===== src/rtl/packet_receiver.sv =====
// packet_receiver
// Playback-side receiver for the 32-bit serial memory packet
// {16-bit address header, 16-bit sample}, shifted in MSB first.
// The block tracks the address sequence the record path produces
// (0x8000, +32 per packet, back to 0x8000 after WRAP_ADDR) and flags
// header and sequence errors alongside each completed sample.
//
// Optional feature: define ERR_COUNT_EN to add a saturating 8-bit count
// of erroneous packets (output err_count).
//
// Ports:
//   clk         in   system clock
//   reset       in   asynchronous active-high reset
//   restart     in   sync pulse: abort packet, expected address := 0x8000
//   frame_start in   pulse: the next valid bit is packet bit 31
//   bit_valid   in   serial_in is sampled this cycle
//   serial_in   in   serial data, MSB first
//   bit_count   out  [4:0] index of the next bit expected
//   busy        out  high while shifting a packet
//   addr_out    out  [15:0] header of the last completed packet
//   data_out    out  [15:0] sample of the last completed packet
//   data_valid  out  one-cycle pulse, packet completed
//   hdr_error   out  with data_valid: header bit 15 was 0
//   seq_error   out  with data_valid: header != expected address
//   err_count   out  [7:0] saturating error count (ERR_COUNT_EN only)
module packet_receiver #(
  parameter logic [15:0] WRAP_ADDR = 16'd62720,
  parameter logic [14:0] ADDR_STEP = 15'd32
) (
  input  logic        clk,
  input  logic        reset,
  input  logic        restart,
  input  logic        frame_start,
  input  logic        bit_valid,
  input  logic        serial_in,
  output logic [4:0]  bit_count,
  output logic        busy,
  output logic [15:0] addr_out,
  output logic [15:0] data_out,
  output logic        data_valid,
  output logic        hdr_error,
`ifdef ERR_COUNT_EN
  output logic        seq_error,
  output logic [7:0]  err_count
`else
  output logic        seq_error
`endif
);

  typedef enum logic {IDLE = 1'b0, SHIFT = 1'b1} state_t;

  state_t      state;
  // Only the 31 earlier bits are stored; the 32nd bit is folded in
  // directly on the completing edge.
  logic [30:0] shift_reg;
  logic [15:0] expected;
  logic        pending;
  logic        pend_hdr;
  logic        pend_seq;
  logic [31:0] word;

  // Next expected address: 15-bit modulo step, bit 15 forced high.
  function automatic logic [15:0] next_addr(input logic [15:0] cur);
    logic [14:0] low;
    low = cur[14:0] + ADDR_STEP;
    if (cur == WRAP_ADDR) begin
      next_addr = 16'h8000;
    end else begin
      next_addr = {1'b1, low};
    end
  endfunction

  // Completed word as it would look with the current bit shifted in.
  assign word = {shift_reg, serial_in};
  assign busy = (state == SHIFT);

  // Receiver FSM, sequence tracking and registered outputs.
  always_ff @(posedge clk or posedge reset) begin
    if (reset) begin
      state      <= IDLE;
      bit_count  <= 5'd0;
      shift_reg  <= 31'd0;
      expected   <= 16'h8000;
      addr_out   <= 16'h8000;
      data_out   <= 16'h0000;
      pending    <= 1'b0;
      pend_hdr   <= 1'b0;
      pend_seq   <= 1'b0;
      data_valid <= 1'b0;
      hdr_error  <= 1'b0;
      seq_error  <= 1'b0;
`ifdef ERR_COUNT_EN
      err_count  <= 8'd0;
`endif
    end else begin
      pending    <= 1'b0;
      data_valid <= 1'b0;
      hdr_error  <= 1'b0;
      seq_error  <= 1'b0;
      if (restart) begin
        // Dropping pending here suppresses a completion still in flight.
        state     <= IDLE;
        bit_count <= 5'd0;
        expected  <= 16'h8000;
`ifdef ERR_COUNT_EN
        err_count <= 8'd0;
`endif
      end else begin
        data_valid <= pending;
        hdr_error  <= pending & pend_hdr;
        seq_error  <= pending & pend_seq;
`ifdef ERR_COUNT_EN
        if (pending && (pend_hdr || pend_seq) && (err_count != 8'hFF)) begin
          err_count <= err_count + 8'd1;
        end
`endif
        case (state)
          IDLE: begin
            if (frame_start) begin
              state     <= SHIFT;
              bit_count <= 5'd0;
            end
          end
          SHIFT: begin
            if (frame_start) begin
              // Discard the partial packet and start over.
              bit_count <= 5'd0;
            end else if (bit_valid) begin
              shift_reg <= word[30:0];
              if (bit_count == 5'd31) begin
                addr_out  <= word[31:16];
                data_out  <= word[15:0];
                pending   <= 1'b1;
                pend_hdr  <= ~word[31];
                pend_seq  <= (word[31:16] != expected);
                expected  <= next_addr(expected);
                state     <= IDLE;
                bit_count <= 5'd0;
              end else begin
                bit_count <= bit_count + 5'd1;
              end
            end
          end
          default: begin
            state     <= IDLE;
            bit_count <= 5'd0;
          end
        endcase
      end
    end
  end

endmodule


===== config.mk =====
export PLATFORM = sky130hd
export DESIGN_NAME = packet_receiver
export DESIGN_NICKNAME = d
export VERILOG_FILES = /design/src/rtl/packet_receiver.sv
export SDC_FILE = /design/constraint.sdc
export NUM_CORES = 1
export LEC_CHECK = 0
export BUFFER_PORTS_ARGS = -buffer_cell sky130_fd_sc_hd__buf_2
export CAP_MARGIN = 30
export CORE_MARGIN = 1
export CORE_UTILIZATION = 57
export CTS_CLUSTER_DIAMETER = 200
export CTS_CLUSTER_SIZE = 25
export DETAILED_ROUTE_END_ITERATION = 16
export GPL_TIMING_DRIVEN = 0
export HOLD_SLACK_MARGIN = 0.03
export PLACE_DENSITY = 0.79
export SLEW_MARGIN = 20
export SYNTH_ARGS = -nofsm -noshare
export SYNTH_HDL_FRONTEND = slang
export SYNTH_SLANG_ARGS = --single-unit

===== constraint.sdc =====
create_clock -name clk -period 4 [get_ports clk]
set_clock_uncertainty 0.05 [all_clocks]
set_input_delay 0.8 -clock clk [delete_from_list [all_inputs] [get_ports clk]]
set_output_delay 0.8 -clock clk [all_outputs]
set_load 0.1 [all_outputs]

==> metrics.txt, run 1 <==
Clock Tree Root clkbuf_8; CP Class flip-flop to output pin; P_leak around 2.2 nW; vias in the first global route between 2000 and 2500; global-route met2 utilization a little under a third; GRT Max-Usage Layer met2; Tightest Pin Transition between 0.5 and 0.6 ns; largest net degree at the start of global routing 49; post_cts resized 0; Worst Path Required ~3.2 ns; Site Rows 28; final hold violation count 0; worst reg2reg setup slack about 1.9 ns; Syn. warnings 0; clk sinks between 80 and 90; 1st-pass router iterations 4; Inserted Clock Buffers 9; number of distinct library cells after synthesis 43; max reg flops 31; post-route DRC violation count 0; Fin Setup TNS 0 ns; Post-Syn Nets 258; starting density of the core 60.38%; Final Cycle Share between 50% and 60%; RR Endpoint expected[12]; Buf/Inv on CP 1; Iter 0 DRT Violations between 100 and 150; global routing usage on met1 28.40%; number of synthesized register bits 85; Max FO, Critical Path 2; ys async rst share 100.0%; unrepaired setup endpoints after global routing false; worst path cell trace buf_2; Vias/cell ~5.6; Synth Instances between 200 and 250; cell class contributing the biggest share of worst-path delay flip-flops; Critical Path End Type output pin; Final Setup Violations 0; Final Slew Violations 0; Total Routing Usage GR 20.45%; R2R Path Start bit_count[0]; EDFF count, synth 0; Die Ht approximately 82 um; core area a little over 6000 um^2; post-CTS setup repair buffer count 0; clock slew at reported path FFs 0.09 ns; diodes inserted 0; hold_buf cts 0; met3 usage ~4.3%; die area roughly 6700 um^2; pwr dens 371.3 nW/um^2; fin nets ~320; post-DP HPWL about 4.3 mm; die width slightly above 80 um; worst hold path class input pin to asynchronous set/reset pin; Remaining Overflow, GRT 0; Routed WL per cell approximately 16 um; Max-Cap Viols 0; Post-Syn Area approximately 3700 um^2; Layout Cells excl Fill 386; share of the yosys chip area belonging to registers roughly three fifths; Max Root-Sink Buffers 2; area delta synth->final 15.25%; DR vias approximately 2200; maximum VDD drop 0.2297 mV; PortBufs 46; max incr delay on CP 0.54 ns; post-route ant nets 0; Slew headroom 59.93%; first-pass GRT wire length about 10 mm; Inst Count DP 370; CTS H-Tree Depth 3; Primary FF master, synth dfrtp_1; outcome completed; Mean Syn Cell Area about 15 um^2; min cycle time layout approximately 2.2 ns; CP Launch Type flip-flop; later-pin clock latency in the skew report 0.36 ns; DRT Wirelength 6.210 mm; CTS tree done; Fmax 0.4623 GHz; worst r2r path cells 8; Arr. time, crit path roughly 1.3 ns; RePlAce Congestion a little over 0.8; initial antenna violation count 0; layout cells sized above 1 a little under half; slowest CP cell dfstp_2; top-level port count 47
[routing by layer]
layer / up-vias / share of wire [%]
met2: 52 / 47
li1: 1002 / -
met3: 8 / 4.2
met5: - / 0
met4: 0 / 1.1
met1: 1099 / 48
[placed cells by master, fill, tap and decap left out, drive strengths merged, types with 3 or more instances in the layout]
| cell | netlist | layout |
|---|---|---|
| mux2 | 64 | 64 |
| nor4 | 3 | 3 |
| clkbuf | 1 | 10 |
| and2 | 4 | 4 |
| xnor2 | 4 | 4 |
| nand3 | 3 | 3 |
| buf | 9 | 56 |
| inv | 5 | 9 |
| ha | 4 | 4 |
| nor2 | 10 | 10 |
| a21oi | 4 | 4 |
| o211ai | 3 | 3 |
| xor2 | 12 | 12 |
| nand2 | 4 | 4 |
| o21ai | 5 | 5 |
| dfrtp | 84 | 84 |
[cell usage after synthesis, drive strengths merged, types with 2 or more instances]
library cell / instances / share of area, %
nand3: 3 / 0.41
and2: 4 / 0.68
dfrtp: 84 / 57
nand4: 2 / 0.34
nor4: 3 / 0.51
o2111ai: 2 / 0.48
xor2: 12 / 2.9
and3: 2 / 0.34
buf: 9 / 2.0
nor2: 10 / 1.0
or3: 2 / 0.34
mux2: 64 / 22
o21bai: 2 / 0.41
ha: 4 / 1.4
nand2: 4 / 0.85
a21oi: 4 / 0.55
a22o: 2 / 0.48
a31oi: 2 / 0.34
o21ai: 5 / 0.68
nand3b: 2 / 0.41
xnor2: 4 / 0.96
o211ai: 3 / 0.62
inv: 5 / 0.58
[worst max path at each step]
stage,cells after the start,endpoint,startpoint,slack [ns]
final,1,addr_out[15],addr_out[15],1.84
after global routing,7,expected[14],bit_count[0],1.72
after CTS,1,addr_out[15],addr_out[15],1.82
after detailed placement,7,addr_out[11],restart,1.77
after global placement,2,addr_out[6],reset,0.08
after floorplan,1,addr_out[0],reset,0.96
[metrics by stage]
step / hold slack [ns] / total power, mW / setup slack, ns / utilization (%) / instance area, um^2
2_1_floorplan: 0.4033 / 0.9375 / 0.9582 / - / 3660
3_3_place_gp: 0.4343 / 0.9513 / 0.07657 / 65.73 / 3984
3_5_place_dp: 0.4395 / 0.9581 / 1.765 / 66.23 / 4014
4_1_cts: 0.4219 / 1.579 / 1.816 / 69.59 / 4218
5_1_grt: 0.4468 / 1.615 / 1.716 / 69.59 / 4218
6_report: 0.4145 / 1.566 / 1.837 / 69.59 / 4218
[final cells by class]
type	instances	area, um^2
timing repair buffer	47	257.7
clock inverter	7	80.08
sequential	85	2128
clock buffer	9	123.9
tap	75	93.84
multi-input combinational	148	1434
buffer	10	76.32
inverter	5	23.77
fill	443	1843
[cell families after synthesis]
kind of cell             synth area share [%]
buffers and inverters                   2.667
XOR/XNOR                                3.829
AND/OR/NAND/NOR                         7.248
adder cells (fa/ha/maj)                 1.368
AO/OA/AOI/OAI                           4.479
flip-flops                              58.15
multiplexers                            22.26
[power breakdown]
group          internal [mW]  switching (mW)
registers              0.872          0.0101
clock network          0.298           0.329
logic                 0.0200          0.0375
No activity file was read; power rests on OpenSTA's default activity.
==> inputs of run 2 (changes only) <==
Settings changed: CORE_UTILIZATION 57 to 52, PLACE_DENSITY 0.79 to 0.76.
Clock period 4 ns to 1.9 ns, I/O delays scaled along.
==> metrics.txt, run 2 (same netlist as run 1, synthesis figures left out) <==
outcome finished, violations left; failing checks setup timing; CP Launch Type flip-flop; Inst Count DP 392 (+5.9%); 1st-pass router iterations 4 (unchanged); initial antenna violation count 0 (unchanged); switching share of power 23.09% (-0.93 points); Worst Slack Setup Final -0.02021 ns (-1.857 ns); Die Ht 85.89 um (+4.6%); sequential fraction of design power 57.2% (+0.9 points); fin nets 323 (+2.2%); CP Class flip-flop to flip-flop; Power Total 3.244 mW (+110%); worst hold path class input pin to asynchronous set/reset pin; top-level port count 47 (unchanged); max reg flops 31 (unchanged); Total Routing Usage GR 19.00% (-1.5 points); Site Rows 30 (+7.1%); final hold violation count 0 (unchanged); Slew headroom 52.12% (-7.8 points); PortBufs 46 (unchanged); hold_buf cts 0 (unchanged); Max Root-Sink Buffers 2 (unchanged); P_leak 2.237 nW (+0.98%); post-route ant nets 0 (unchanged); Gate power share 4.0% (+0.3 points); Fin Setup TNS -0.1196 ns (-0.1196 ns); Vias/cell 5.213 (-6.9%); diodes inserted 0 (unchanged); unrepaired setup endpoints after global routing true; slowest CP cell dfrtp_4; clock slew at reported path FFs 0.09 ns (about the same); Remaining Overflow, GRT 0 (unchanged); Final Setup Violations 22 (+22); max incr delay on CP 0.50 ns (-0.04 ns); Clk pwr share 38.8% (-1.2 points); Tightest Pin Transition 0.7167 ns (+0.1192 ns); Layout Cells excl Fill 414 (+7.3%); Psw 749.0 uW (+99%); DR vias 2158 (-0.14%); pwr dens 737.5 nW/um^2 (+99%); later-pin clock latency in the skew report 0.35 ns (about the same); RePlAce Congestion 0.8489 (+4.0%); die area 7377 um^2 (+9.4%); most frequent cells in the layout dfrtp_1, buf_2, mux2_2; post-DP HPWL 4.289 mm (+0.65%); Buf/Inv on CP 1 (unchanged); Final Cycle Share 101.1%; min cycle time layout around 1.9 ns; core area 6794 um^2 (+12%); area delta synth->final 20.17%; Routed WL per cell 14.96 um (-7.0%); largest net degree at the start of global routing 35 (-29%); Critical Path End Type flip-flop; fillers 501 (+13%); Final Slew Violations 0 (unchanged); commonest non-fill, non-tap cell in the layout dfrtp_1; DRT Wirelength 6.195 mm (-0.24%); Register Area 2141 um^2 (+0.59%); Fmax roughly 0.52 GHz; Placement Cell Area 4125 um^2 (+2.8%); Iter 0 DRT Violations 62 (-44%); final design utilization 64.73% (-4.9 points); vias in the first global route 2098 (+1.5%); die width 85.89 um (+4.6%); worst reg2reg setup slack -0.02 ns (-1.91 ns); footprint of the multi-input gates 1505 um^2 (+5.0%); final std cell area, no fill 4398 um^2 (+4.3%); clk sinks 85 (unchanged); Worst Path Required 2.07 ns (-1.08 ns); layout cells sized above 1 51.89% (+6.2 points); cell class contributing the biggest share of worst-path delay flip-flops; Clock Tree Root clkbuf_8; maximum VDD drop 0.4299 mV (+87%); CTS H-Tree Depth 3 (unchanged); Inserted Clock Buffers 9 (unchanged); CTS tree done; Max FO, Critical Path 7 (+5); first-pass GRT wire length 10.52 mm (+4.0%); Arr. time, crit path 2.09 ns (+0.78 ns); Pint 2.495 mW (+110%); Max-Cap Viols 0 (unchanged); Top cell by count, worst path ha_4; starting density of the core 53.87% (-6.5 points); post-route DRC violation count 0 (unchanged); worst path cell trace ha_4 -> and3_4 -> ha_4 -> and4b_1 -> buf_6 -> o211ai_1 -> xor2_1 -> nor2_1
-- run 2: stage by stage --
step	setup WS [ns]	hold slack, ns
6_report	-0.02021	0.08182
5_1_grt	-0.1357	0.1325
4_1_cts	-0.03127	0.09309
3_5_place_dp	-0.05867	0.4367
3_3_place_gp	-0.2657	0.4337
2_1_floorplan	-0.1748	0.4033
-- run 2: worst register-to-register path: stages (launching register included) --
cell	delay, ns
dfrtp_4	0.50
ha_4	0.17
and3_4	0.18
ha_4	0.16
and4b_1	0.18
buf_6	0.14
o211ai_1	0.19
xor2_1	0.18
nor2_1	0.06
-- run 2: power groups by stage --
stage	clock network [mW]	logic, mW	registers [mW]
3_5_place_dp	0	0.131	1.89
3_3_place_gp	0	0.115	1.89
5_1_grt	1.37	0.147	1.86
6_report	1.26	0.131	1.86
4_1_cts	1.28	0.133	1.86
2_1_floorplan	0	0.0737	1.90
-- run 2: final cells by class --
| class | count | share of cell area (%) |
|---|---|---|
| Clock buffer | 9 | 2.817 |
| Tap cell | 96 | 2.731 |
| Timing Repair Buffer | 54 | 7.425 |
| Multi-Input combinational cell | 148 | 34.22 |
| Clock inverter | 7 | 1.679 |
| Buffer | 10 | 1.821 |
| Inverter | 5 | 0.6259 |
| Sequential cell | 85 | 48.68 |
-- run 2: timing repair --
item | 4_1_cts | 5_1_grt
setup buffers | 4 | 2
setup endpoints to repair | 31 | 34
pin swaps | 8 | 5
gates resized for setup | 2 | 7
-- run 2: final timing paths --
path / start / to / cells past startpoint
max: bit_count[0] / expected[8] / 8
min: reset / data_out[13] / 2
max reg2reg: bit_count[0] / expected[8] / 8
min reg2reg: addr_out[9] / addr_out[9] / 1
max in group asynchronous: reset / addr_out[15] / 3
min in group clk: serial_in / shift_reg[0] / 2
-- run 2: routing by layer --
metal / track usage [%] / up-vias / routed length [um]
met2: 27.27 / 57 / 2863
met3: 4.909 / 7 / 300
li1: - / 1015 / -
met1: 27.00 / 1079 / 2940
met4: 9.091 / 0 / 91
met5: 0 / - / 0
==> inputs of run 3 (changes only) <==
Settings changed: CORE_UTILIZATION 52 to 57, PLACE_DENSITY 0.76 to 0.79.
Clock period 1.9 ns to 2.02 ns, I/O delays scaled along.
==> metrics.txt, run 3 (same netlist as run 1, synthesis figures left out) <==
outcome completed; final design utilization 71.12% (+6.4 points); Power Total 3.130 mW (-3.5%); layout cells sized above 1 48.72% (-3.2 points); worst hold path class input pin to asynchronous set/reset pin; Critical Path End Type flip-flop; RePlAce Congestion 0.7945 (-6.4%); Fmax 0.5163 GHz (-0.85%); Routed WL per cell 16.51 um (+10%); final hold violation count 0 (unchanged); top-level port count 47 (unchanged); max reg flops 31 (unchanged); metal3 WL 236 um (-21%); vias in the first global route 2100 (+0.095%); largest net degree at the start of global routing 36 (+2.9%); Final Cycle Share 95.88% (-5.2 points); area delta synth->final 17.78%; met1 WL 3.131 mm (+6.5%); Slew headroom 58.83% (+6.7 points); Clk pwr share 40.4% (+1.6 points); R2R Path Start bit_count[0]; sequential fraction of design power 55.8% (-1.4 points); met2 wire len 2.951 mm (+3.1%); CP Launch Type flip-flop; cell class contributing the biggest share of worst-path delay flip-flops; first-pass GRT wire length 10.37 mm (-1.4%); clock slew at reported path FFs 0.08 ns (about the same); Site Rows 28 (-6.7%); starting density of the core 60.38% (+6.5 points); post-DP HPWL 4.464 mm (+4.1%); post-CTS setup repair buffer count 0 (-4); commonest non-fill, non-tap cell in the layout dfrtp_1; Gate power share 3.8% (-0.2 points); initial antenna violation count 0 (unchanged); Top Layer Used met4; fin nets 317 (-1.9%); diodes inserted 0 (unchanged); die area 6745 um^2 (-8.6%); die width 82.13 um (-4.4%); Clock Tree Root clkbuf_8; Inst Count DP 371 (-5.4%); Layout Cells excl Fill 387 (-6.5%); RR Endpoint addr_out[2]; Psw 662.7 uW (-12%); DR vias 2104 (-2.5%); switching share of power 21.17% (-1.9 points); later-pin clock latency in the skew report 0.34 ns (about the same); Die Ht 82.13 um (-4.4%); most frequent cells in the layout dfrtp_1, buf_2, mux2_2; max incr delay on CP 0.46 ns (-0.04 ns); Iter 0 DRT Violations 121 (+95%); slowest CP cell dfrtp_4; CTS tree done; core area 6061 um^2 (-11%); Pint 2.467 mW (-1.1%); post-route DRC violation count 0 (unchanged); Vias/cell 5.437 (+4.3%); PortBufs 46 (unchanged); pwr dens 726.1 nW/um^2 (-1.5%); clk sinks 85 (unchanged); unrepaired setup endpoints after global routing true; Final Setup Violations 0 (-100%); Max FO, Critical Path 10 (+3); Worst Path Required 2.20 ns (+0.13 ns); worst path cell trace ha_4 -> and3_4 -> ha_1 -> nand2_8 -> inv_4 -> buf_6 -> mux2_4; Inserted Clock Buffers 9 (unchanged); worst reg2reg setup slack 0.08 ns (+0.10 ns); CTS H-Tree Depth 3 (unchanged); maximum VDD drop 0.5002 mV (+16%); post-route ant nets 0 (unchanged); P_leak 2.202 nW (-1.6%); Total Routing Usage GR 20.87% (+1.9 points); DRT Wirelength 6.391 mm (+3.2%); Final Slew Violations 0 (unchanged); worst r2r path cells 7 (-1); Tightest Pin Transition 0.6163 ns (-0.1004 ns); Remaining Overflow, GRT 0 (unchanged); CP Class flip-flop to flip-flop; Arr. time, crit path 2.11 ns (+0.02 ns); 1st-pass router iterations 4 (unchanged); min cycle time layout 1.937 ns (+0.01655 ns); Max-Cap Viols 0 (unchanged); Buf/Inv on CP 2 (+1); hold_ws 0.08228 ns (+0.0004586 ns); Max Root-Sink Buffers 2 (unchanged)
run 3: cell types whose count changed in the layout (fill, tap and decap cells not counted), sizes merged:
cell / delta
buf: -6
bufinv: +1
clkbuf: +3
clkinv: -2
clkinvlp: -1
inv: -1
run 3: metrics by stage:
stage | TNS [ns] | setup WS (ns) | area (um^2)
after CTS | 0 | 0.06959 | 4293
final | 0 | 0.08323 | 4310
after floorplan | -0.8084 | -0.05513 | 3720
after detailed placement | 0 | 0.09840 | 4084
after global placement | -0.7173 | -0.1816 | 4044
after global routing | -0.07946 | -0.02256 | 4310
run 3: layer usage:
| layer | global-route usage, % | vias up |
|---|---|---|
| li1 | - | 1004 |
| met1 | 29.91 | 1049 |
| met2 | 30.99 | 44 |
| met3 | 4.286 | 7 |
| met4 | 8.421 | 0 |
| met5 | 0 | - |
run 3: worst max-delay path by stage:
| stage | to | slack, ns | from | cells past startpoint |
|---|---|---|---|---|
| after floorplan | expected[13] | -0.06 | bit_count[1] | 8 |
| after global placement | bit_count[1] | -0.18 | reset | 2 |
| after detailed placement | addr_out[4] | 0.1 | bit_count[0] | 7 |
| after CTS | addr_out[2] | 0.07 | bit_count[1] | 7 |
| after global routing | expected[12] | -0.02 | bit_count[0] | 8 |
| final | addr_out[2] | 0.08 | bit_count[0] | 7 |
run 3: cell type report:
| type | count | area [um^2] |
|---|---|---|
| sequential | 85 | 2141 |
| fill | 443 | 1750 |
| multi-input combinational | 148 | 1491 |
| timing repair buffer | 48 | 270.3 |
| clock buffer | 12 | 135.1 |
| tap | 75 | 93.84 |
| buffer | 10 | 80.08 |
| clock inverter | 4 | 73.82 |
| inverter | 5 | 25.02 |
run 3: power groups by stage:
stage / sequential [mW] / clock (mW) / combinational, mW
global route: 1.75 / 1.35 / 0.134
finish: 1.75 / 1.26 / 0.119
global placement: 1.78 / 0 / 0.108
CTS: 1.75 / 1.29 / 0.122
detailed placement: 1.78 / 0 / 0.122
floorplan: 1.79 / 0 / 0.0693
run 3: what timing repair did:
action / 4_1_cts / 5_1_grt
hold buffers: 0 / 0
setup endpoints to repair: 0 / 5
gates resized for setup: 0 / 2
